==> src/rtl/sync_source_sequencer.sv <==
// Sync front-end sequencer: picks the vsync source, holds detectors in reset while switching,
// keeps sync muted until the video format is stable, then publishes the locked format.
module sync_source_sequencer #(
  parameter int unsigned RESET_CYCLES   = 1000,
  parameter int unsigned STABLE_CYCLES  = 2500000,
  parameter int unsigned TIMEOUT_CYCLES = 10000000,
  parameter int unsigned MAX_RETRIES    = 3
) (
  input  logic       clk_50mhz_in,
  input  logic       reset,
  input  logic       hsync_present,
  input  logic       discrete_vsync_present,
  input  logic       int_ext_x,
  input  logic [7:0] video_format,
  output logic       vsync_sel_discrete,
  output logic       det_reset,
  output logic       sync_mute,
  output logic       format_valid,
  output logic [7:0] format_out,
  output logic [2:0] state_out
);

  localparam int unsigned MaxRs     = (RESET_CYCLES > STABLE_CYCLES) ? RESET_CYCLES
                                                                     : STABLE_CYCLES;
  localparam int unsigned MaxCycles = (MaxRs > TIMEOUT_CYCLES) ? MaxRs : TIMEOUT_CYCLES;
  localparam int unsigned CntW      = (MaxCycles > 1) ? $clog2(MaxCycles) : 1;
  localparam int unsigned RetryW    = (MAX_RETRIES > 1) ? $clog2(MAX_RETRIES) : 1;

  localparam logic [CntW-1:0]   SettleLast  = CntW'(RESET_CYCLES - 1);
  localparam logic [CntW-1:0]   StableLast  = CntW'(STABLE_CYCLES - 1);
  localparam logic [CntW-1:0]   TimeoutLast = CntW'(TIMEOUT_CYCLES - 1);
  localparam logic [RetryW-1:0] RetryLast   = RetryW'(MAX_RETRIES - 1);

  typedef enum logic [2:0] {
    StIdle    = 3'd0,
    StSettle  = 3'd1,
    StMeasure = 3'd2,
    StLocked  = 3'd3,
    StFree    = 3'd4
  } state_e;

  state_e            state_q;
  logic [CntW-1:0]   cnt_q, stab_q, tmo_q;
  logic [RetryW-1:0] retries_q;
  logic              int_ext_q;
  logic              vsync_sel_q;
  logic [7:0]        vf_prev_q;
  logic [7:0]        format_q;

  logic src_change, drop, restart, at_stable, timeout, retry, lost_lock, enter_settle;
  logic vf_steady;

  always_comb begin
    src_change   = (int_ext_x != int_ext_q) || (discrete_vsync_present != vsync_sel_q);
    drop         = (state_q != StIdle) && !hsync_present;
    restart      = (state_q != StIdle) && src_change;
    at_stable    = (stab_q == StableLast);
    // Lock beats timeout when both land on the same cycle.
    timeout      = (state_q == StMeasure) && !at_stable && (tmo_q == TimeoutLast);
    retry        = timeout && (retries_q != RetryLast);
    lost_lock    = (state_q == StLocked) && at_stable;
    enter_settle = !drop && (restart || ((state_q == StIdle) && hsync_present) ||
                             retry || lost_lock);
    vf_steady    = (video_format == vf_prev_q) && (video_format != 8'd0);
  end

  always_ff @(posedge clk_50mhz_in or posedge reset) begin
    if (reset) begin
      state_q     <= StIdle;
      cnt_q       <= '0;
      stab_q      <= '0;
      tmo_q       <= '0;
      retries_q   <= '0;
      int_ext_q   <= 1'b0;
      vsync_sel_q <= 1'b0;
      vf_prev_q   <= 8'd0;
      format_q    <= 8'd0;
    end else begin
      int_ext_q <= int_ext_x;
      vf_prev_q <= video_format;
      if (drop) begin
        state_q   <= StIdle;
        retries_q <= '0;
      end else if (enter_settle) begin
        // The vsync source only changes here, while outputs are muted.
        state_q     <= StSettle;
        vsync_sel_q <= discrete_vsync_present;
        cnt_q       <= '0;
        stab_q      <= '0;
        tmo_q       <= '0;
        if (restart) begin
          if ((state_q == StLocked) || (state_q == StFree)) retries_q <= '0;
        end else if (retry) begin
          retries_q <= retries_q + 1'b1;
        end
      end else begin
        unique case (state_q)
          StSettle: begin
            if (cnt_q == SettleLast) state_q <= StMeasure;
            else                     cnt_q   <= cnt_q + 1'b1;
          end
          StMeasure: begin
            if (at_stable) begin
              state_q  <= StLocked;
              format_q <= video_format;
              stab_q   <= '0;
            end else if (timeout) begin
              state_q <= StFree;
            end else begin
              tmo_q  <= tmo_q + 1'b1;
              stab_q <= vf_steady ? stab_q + 1'b1 : '0;
            end
          end
          StLocked: stab_q <= (video_format != format_q) ? stab_q + 1'b1 : '0;
          default: ;
        endcase
      end
    end
  end

  assign vsync_sel_discrete = vsync_sel_q;
  assign det_reset          = (state_q == StIdle) || (state_q == StSettle);
  assign sync_mute          = !((state_q == StLocked) || (state_q == StFree));
  assign format_valid       = (state_q == StLocked);
  assign format_out         = format_q;
  assign state_out          = state_q;

endmodule

==> config.mk <==
export PLATFORM = sky130hd
export DESIGN_NAME = sync_source_sequencer
export DESIGN_NICKNAME = d
export VERILOG_FILES = /design/src/rtl/sync_source_sequencer.sv
export SDC_FILE = /design/constraint.sdc
export NUM_CORES = 1
export LEC_CHECK = 0
export CORE_ASPECT_RATIO = 0.8
export CORE_MARGIN = 1.5
export CORE_UTILIZATION = 30
export CTS_BUF_LIST = sky130_fd_sc_hd__clkbuf_4
export DETAILED_ROUTE_END_ITERATION = 10
export GPL_TIMING_DRIVEN = 1
export PLACE_DENSITY = 0.43
export SYNTH_ARGS = -nofsm -noshare
export SYNTH_HDL_FRONTEND = slang
export SYNTH_SLANG_ARGS = --single-unit
==> constraint.sdc <==
create_clock -name clk_50mhz_in -period 4.9 [get_ports clk_50mhz_in]
set_clock_uncertainty 0.05 [all_clocks]
set_input_delay 0.49 -clock clk_50mhz_in [delete_from_list [all_inputs] [get_ports clk_50mhz_in]]
set_output_delay 0.49 -clock clk_50mhz_in [all_outputs]
set_load 0.03 [all_outputs]
== After elaboration in Yosys (flattened, before gate mapping) ==
Index checks and enable logic that the tools add are counted.

* Bitwise gates (word level): 2
* Reduce and logical (&&, ||, !) cells: 35
* Multiplexer cells: 24
* Equality and inequality tests: 19
* $add $sub $neg: 4

{| class="wikitable"
|+ Operators with widths
! operator !! number
|-
| $mux 24 || 12
|-
| $add 24x1->24 const B || 3
|-
| $pmux 24 s2 || 1
|-
| $eq 24x10->1 const B || 1
|-
| $eq 24x22->1 const B || 1
|-
| $eq 24x24->1 const B || 1
|-
| $mux 3 || 5
|-
| $reduce_and 3->1 || 4
|-
| $mux 2 || 5
|-
| $logic_and 1x1->1 || 9
|-
| $reduce_bool 3->1 || 3
|-
| $eq 8x8->1 || 1
|-
| $ne 4x4->1 const B || 2
|-
| $ne 8x8->1 || 1
|-
| $reduce_and 4->1 || 2
|-
| $reduce_bool 8->1 || 1
|-
| $eq 3x2->1 const B || 2
|-
| $logic_or 1x1->1 || 6
|-
| $pmux 3 s2 || 1
|-
| $reduce_bool 2->1 || 3
|-
| $ne 5x5->1 const B || 1
|-
| $logic_not 1->1 || 4
|-
| $ne 2x1->1 const B || 2
|-
| $ne 2x2->1 const B || 2
|-
| other kinds (9) || 11
|}

* Bits in registers: 95
* Bits of input ports: 13
* Logic and storage cells: 93
* Output and inout bits: 15

== Depth between registers and ports, before layout ==
* Word-level depth: 10
* Gate-level depth with buffers: 10
* Depth with buffers taken out: 8

== Least setup slack after synthesis ==
Ideal clock, no wire load.

* Kind: reg2reg
* Start: register tmo_q[0]
* End: register stab_q[20]
* Setup time: 122 ps
* Period minus slack after synthesis: 2499 ps
* Slack: 2401 ps
* Arrival: 2327 ps
* Buffers on the path: 1
* Cell stages (with the launch flop): 9
* Required time: 4728 ps
* Cell sequence: dfrtp_1 > ha_1 > nand4_2 > or4_4 > a2111o_1 > a31oi_2 > buf_6 > o21ai_1 > a32o_1

* Word-level cells in the longest chain between the ends: 8
* Elaborated cells on any way between the ends: 10
* Classes of those cells: eq/ne: 2; mux: 1; reduce/logical: 7

{| class="wikitable"
|+ Ends and longest elaborated chain
! element !! line !! text
|-
| start, declared || 43 || <nowiki>logic [CntW-1:0] cnt_q, stab_q, tmo_q;</nowiki>
|-
| start signal, assigned || 110 || <nowiki>tmo_q <= tmo_q + 1'b1;</nowiki>
|-
| $eq 24x24->1 * || 59 || <nowiki>timeout = (state_q == StMeasure) && !at_stable && (tmo_q == TimeoutLast);</nowiki>
|-
| $logic_and 1x1->1 * || 59 ||
|-
| $logic_and 1x1->1 || 60 || <nowiki>retry = timeout && (retries_q != RetryLast);</nowiki>
|-
| $logic_or 1x1->1 || 62 || <nowiki>enter_settle = !drop && (restart || ((state_q == StIdle) && hsync_present) ||</nowiki>
|-
| $logic_or 1x1->1 || 63 || <nowiki>retry || lost_lock);</nowiki>
|-
| $logic_and 1x1->1 || 62 ||
|-
| $ne 4x4->1 (no source line) or $reduce_bool 3->1 (tied branches) || -- ||
|-
| $reduce_and 3->1 (no source line) || -- ||
|-
| end signal, assigned || 111 || <nowiki>stab_q <= vf_steady ? stab_q + 1'b1 : '0;</nowiki>
|-
| end signal, assigned || 114 || <nowiki>StLocked: stab_q <= (video_format != format_q) ? stab_q + 1'b1 : '0;</nowiki>
|-
| end, declared || 43 ||
|}

Every way passes the cells marked *; elsewhere a longest branch is shown, timed or not.
A chain may end at the register's enable or synchronous reset.

== Worst setup path in the final report ==
* Start: register tmo_q[0]
* End: register stab_q[8]

Same word-level chain as after synthesis.

==> results.cfg <==
[finish]
num-nets-final = 630
fillers = 1863
multi_input_area_um2 = 2930
syn_to_final_growth_pct = 10.7
final_util_pct = 33.9
drive_above_1_share_pct = 6.47
final_area_um2 = 6130
final-seq-area_um2 = 2380

[critical_path]
reg2reg_to = stab_q[8]$_DFFE_PP0P_
reg2reg_depth = 8
reg2reg_from = tmo_q[0]$_DFFE_PP0P_
crit_path_start_kind = flip-flop
regToRegSetupSlack_ns = 1.45
path_max_fanout = 20
critPathSlowestCell = a31oi_2
slowest_delay_ns = 0.79
cp_cell_sequence = ha_1, nand4_2, or4_4, a2111o_1, a31oi_2, buf_4, o21ai_1, a32o_1
cp.arrival_ns = 3.79
crit_required_ns = 5.23
cp-end-kind = flip-flop
worst-setup-path-type = reg2reg

[run]
timing.max_cap.violations = 0

[sta]
worst_pin_slew_ns = 0.982
whs_ns = 0.478
hold_violations = 0
max_slew_margin_pct = 34.5
fmax_ghz = 0.290
fin_crit_sh_pct = 70.4
finalMaxSlewViolations = 0
grt_setup_unrepaired = false
fin_crit_ns = 3.45
finalSetupTns_ns = 0
setup_violations = 0

[global_routing]
antenna_found_initial = 1
grt_pass1_vias = 4480
grtUsageTotal_pct = 15.8
grt_pass1_wl_um = 24200
grt-ovfl-total = 0
grt_max_degree = 74

[clocking]
cts_tree = done
clkTransAtPathRegs_ns = 0.17
clockBufferDepth = 2
cts_sinks = 95
post-cts-setup-buffer-count = 0
cts_resized = 0
clkLatencyLatePin_ns = 0.48
cts_buffers = 9
h-tree-depth = 3
cts_root_buf = clkbuf_4
cts-hold-fix-buffers = 0

[logic_synthesis]
synth_cell_types = 65
synth_edf_count = 0
syn_inst = 595
syn_area_per_cell_um2 = 9.31
synth_warnings = 0
yosysSeqAreaShare_pct = 42.9
synth_seq_cells = 95
synth-async-reset-ratio_pct = 100
ys.flop_type = dfrtp_1
synth_nets = 612
synth_area_um2 = 5540

[routing]
ant_nets = 0
route.detailed.drc = 0
vias = 4556
wl_per_cell_um = 17.0
routed_wl_um = 14500
avgViaCountPerCell = 5.37
drtPass1Iterations = 4
drt_iter0_drc = 205

[min_path]
min_path_cells = 1
hp-class = reg2reg
whs_endpoint = tmo_q[0]$_DFFE_PP0P_
hold_start = tmo_q[0]$_DFFE_PP0P_

[placed_design]
gp_congestion = 0.788
io_buffer_count = 27
dp_hpwl_um = 9990
dpl_cell_area_um2 = 5990

[floorplanning]
die_w_um = 155
coreArea_um2 = 18100
start_util_pct = 30.6
fp.dieH_um = 125
io_pins = 28
die_area_um2 = 19300
placementRows = 44

[power]
leakagePower_uw = 0.00236
p_per_area_nw_per_um2 = 292
irDropWorstVdd_mv = 0.116

[outcome]
outcome = finished, final reports clean
==> synthesized netlist by cell type (all sizes together) (13+ instances only) <==
library cell | instances | area (um^2)
clkbuf | 13 | 48.8
or4 | 17 | 131
o21ai | 23 | 126
nand3 | 36 | 180
nor3 | 22 | 110
a21oi | 24 | 128
inv | 15 | 56.3
xor2 | 20 | 175
xnor2 | 28 | 245
dfrtp | 95 | 2380
nand4 | 27 | 175
nor2 | 49 | 184
nand2 | 59 | 221
buf | 15 | 124
==> layout make-up <==
type                    count  share of cell area [%]
multi-input cells         457                    47.8
flip-flops and latches     95                    38.8
repair buffers             35                    5.39
well taps                 230                    4.69
clock buffers              10                    1.22
clock inverters             6                    1.12
inverters                  15                   0.959
diodes                      1                  0.0408
==> logic make-up after synthesis <==
logic type	Yosys count	synth area share, %
simple gates	288	28.6
fa+ha+maj	4	0.904
xor+xnor	48	7.59
flops	95	42.9
mux	11	2.17
compound gates	106	13.7
buf+inv	43	4.13
==> power breakdown <==
group	total [uW]	internal (uW)	switching, uW
Clock	466	165	301
Combinational	489	128	361
Sequential	836	802	33.9
==> routing by layer <==
| metal | global-route usage [%] | wire length, um | up-vias | part of all wire (%) |
|---|---|---|---|---|
| met5 | 0 | 0 | - | 0 |
| met4 | 4.19 | 141 | 0 | 0.97 |
| met3 | 3.24 | 381 | 8 | 2.6 |
| met2 | 23.4 | 6320 | 54 | 44 |
| met1 | 23.3 | 7620 | 2253 | 53 |
| li1 | - | - | 2241 | - |
==> how the worst max path moves through the flow <==
stage / from / end / slack (ns) / cells past startpoint
after floorplan: reset / cnt_q[0]$_DFFE_PP0P_ / 1.88 / 1
after global placement: hsync_present / tmo_q[16]$_DFFE_PP0P_ / 1.51 / 8
after detailed placement: tmo_q[0]$_DFFE_PP0P_ / stab_q[8]$_DFFE_PP0P_ / 1.47 / 8
after CTS: tmo_q[0]$_DFFE_PP0P_ / stab_q[8]$_DFFE_PP0P_ / 1.43 / 8
after global routing: tmo_q[0]$_DFFE_PP0P_ / stab_q[8]$_DFFE_PP0P_ / 1.19 / 8
final: tmo_q[0]$_DFFE_PP0P_ / stab_q[8]$_DFFE_PP0P_ / 1.45 / 8
==> metrics by stage <==
step                setup slack, ns  cells  total power, uW
floorplan                      1.88    595             1230
global placement               1.51    832             1340
detailed placement             1.47    832             1340
CTS                            1.43    848             1820
global route                   1.19    849             1890
finish                         1.45    849             1790
==> critical path: cells and delay by family (launching register included) <==
family,cells,cell delay [ns]
flops,1,0.43
fa+ha+maj,1,0.23
compound gates,4,1.57
simple gates,2,0.74
buf+inv,1,0.33
==> cell usage in the layout (no fill, tap or decap), types with 3 or more instances in the layout <==
cell type and n:
a2111o_1 4, a21oi_1 22, a31oi_1 6, a32oi_1 4
and2_1 10, and3_1 12, and4_1 7, buf_4 8
clkbuf_4 10, clkdlybuf4s50_1 27, dfrtp_1 95, ha_1 4
inv_1 14, mux2_1 8, mux2i_1 3, nand2_1 59
nand2b_1 6, nand3_1 36, nand4_1 26, nor2_1 49
nor2b_1 3, nor3_1 22, nor3b_1 3, nor4_1 8
nor4b_1 4, nor4bb_1 4, o211ai_1 6, o21a_1 6
o21ai_0 8, o21ai_1 12, o21ai_2 3, o22ai_1 6
o31ai_1 7, o41ai_1 5, or3_1 7, or4_1 16
xnor2_1 28, xor2_1 20
==> flip-flops by register name, summed over array words and instances (netlist names) <==
signal,cells
retries_q,2
format_out,8
stab_q,24
vf_prev_q,8
int_ext_q,1
vsync_sel_discrete,1
tmo_q,24
cnt_q,24
state_out,3
No activity file was read; power rests on OpenSTA's default activity.
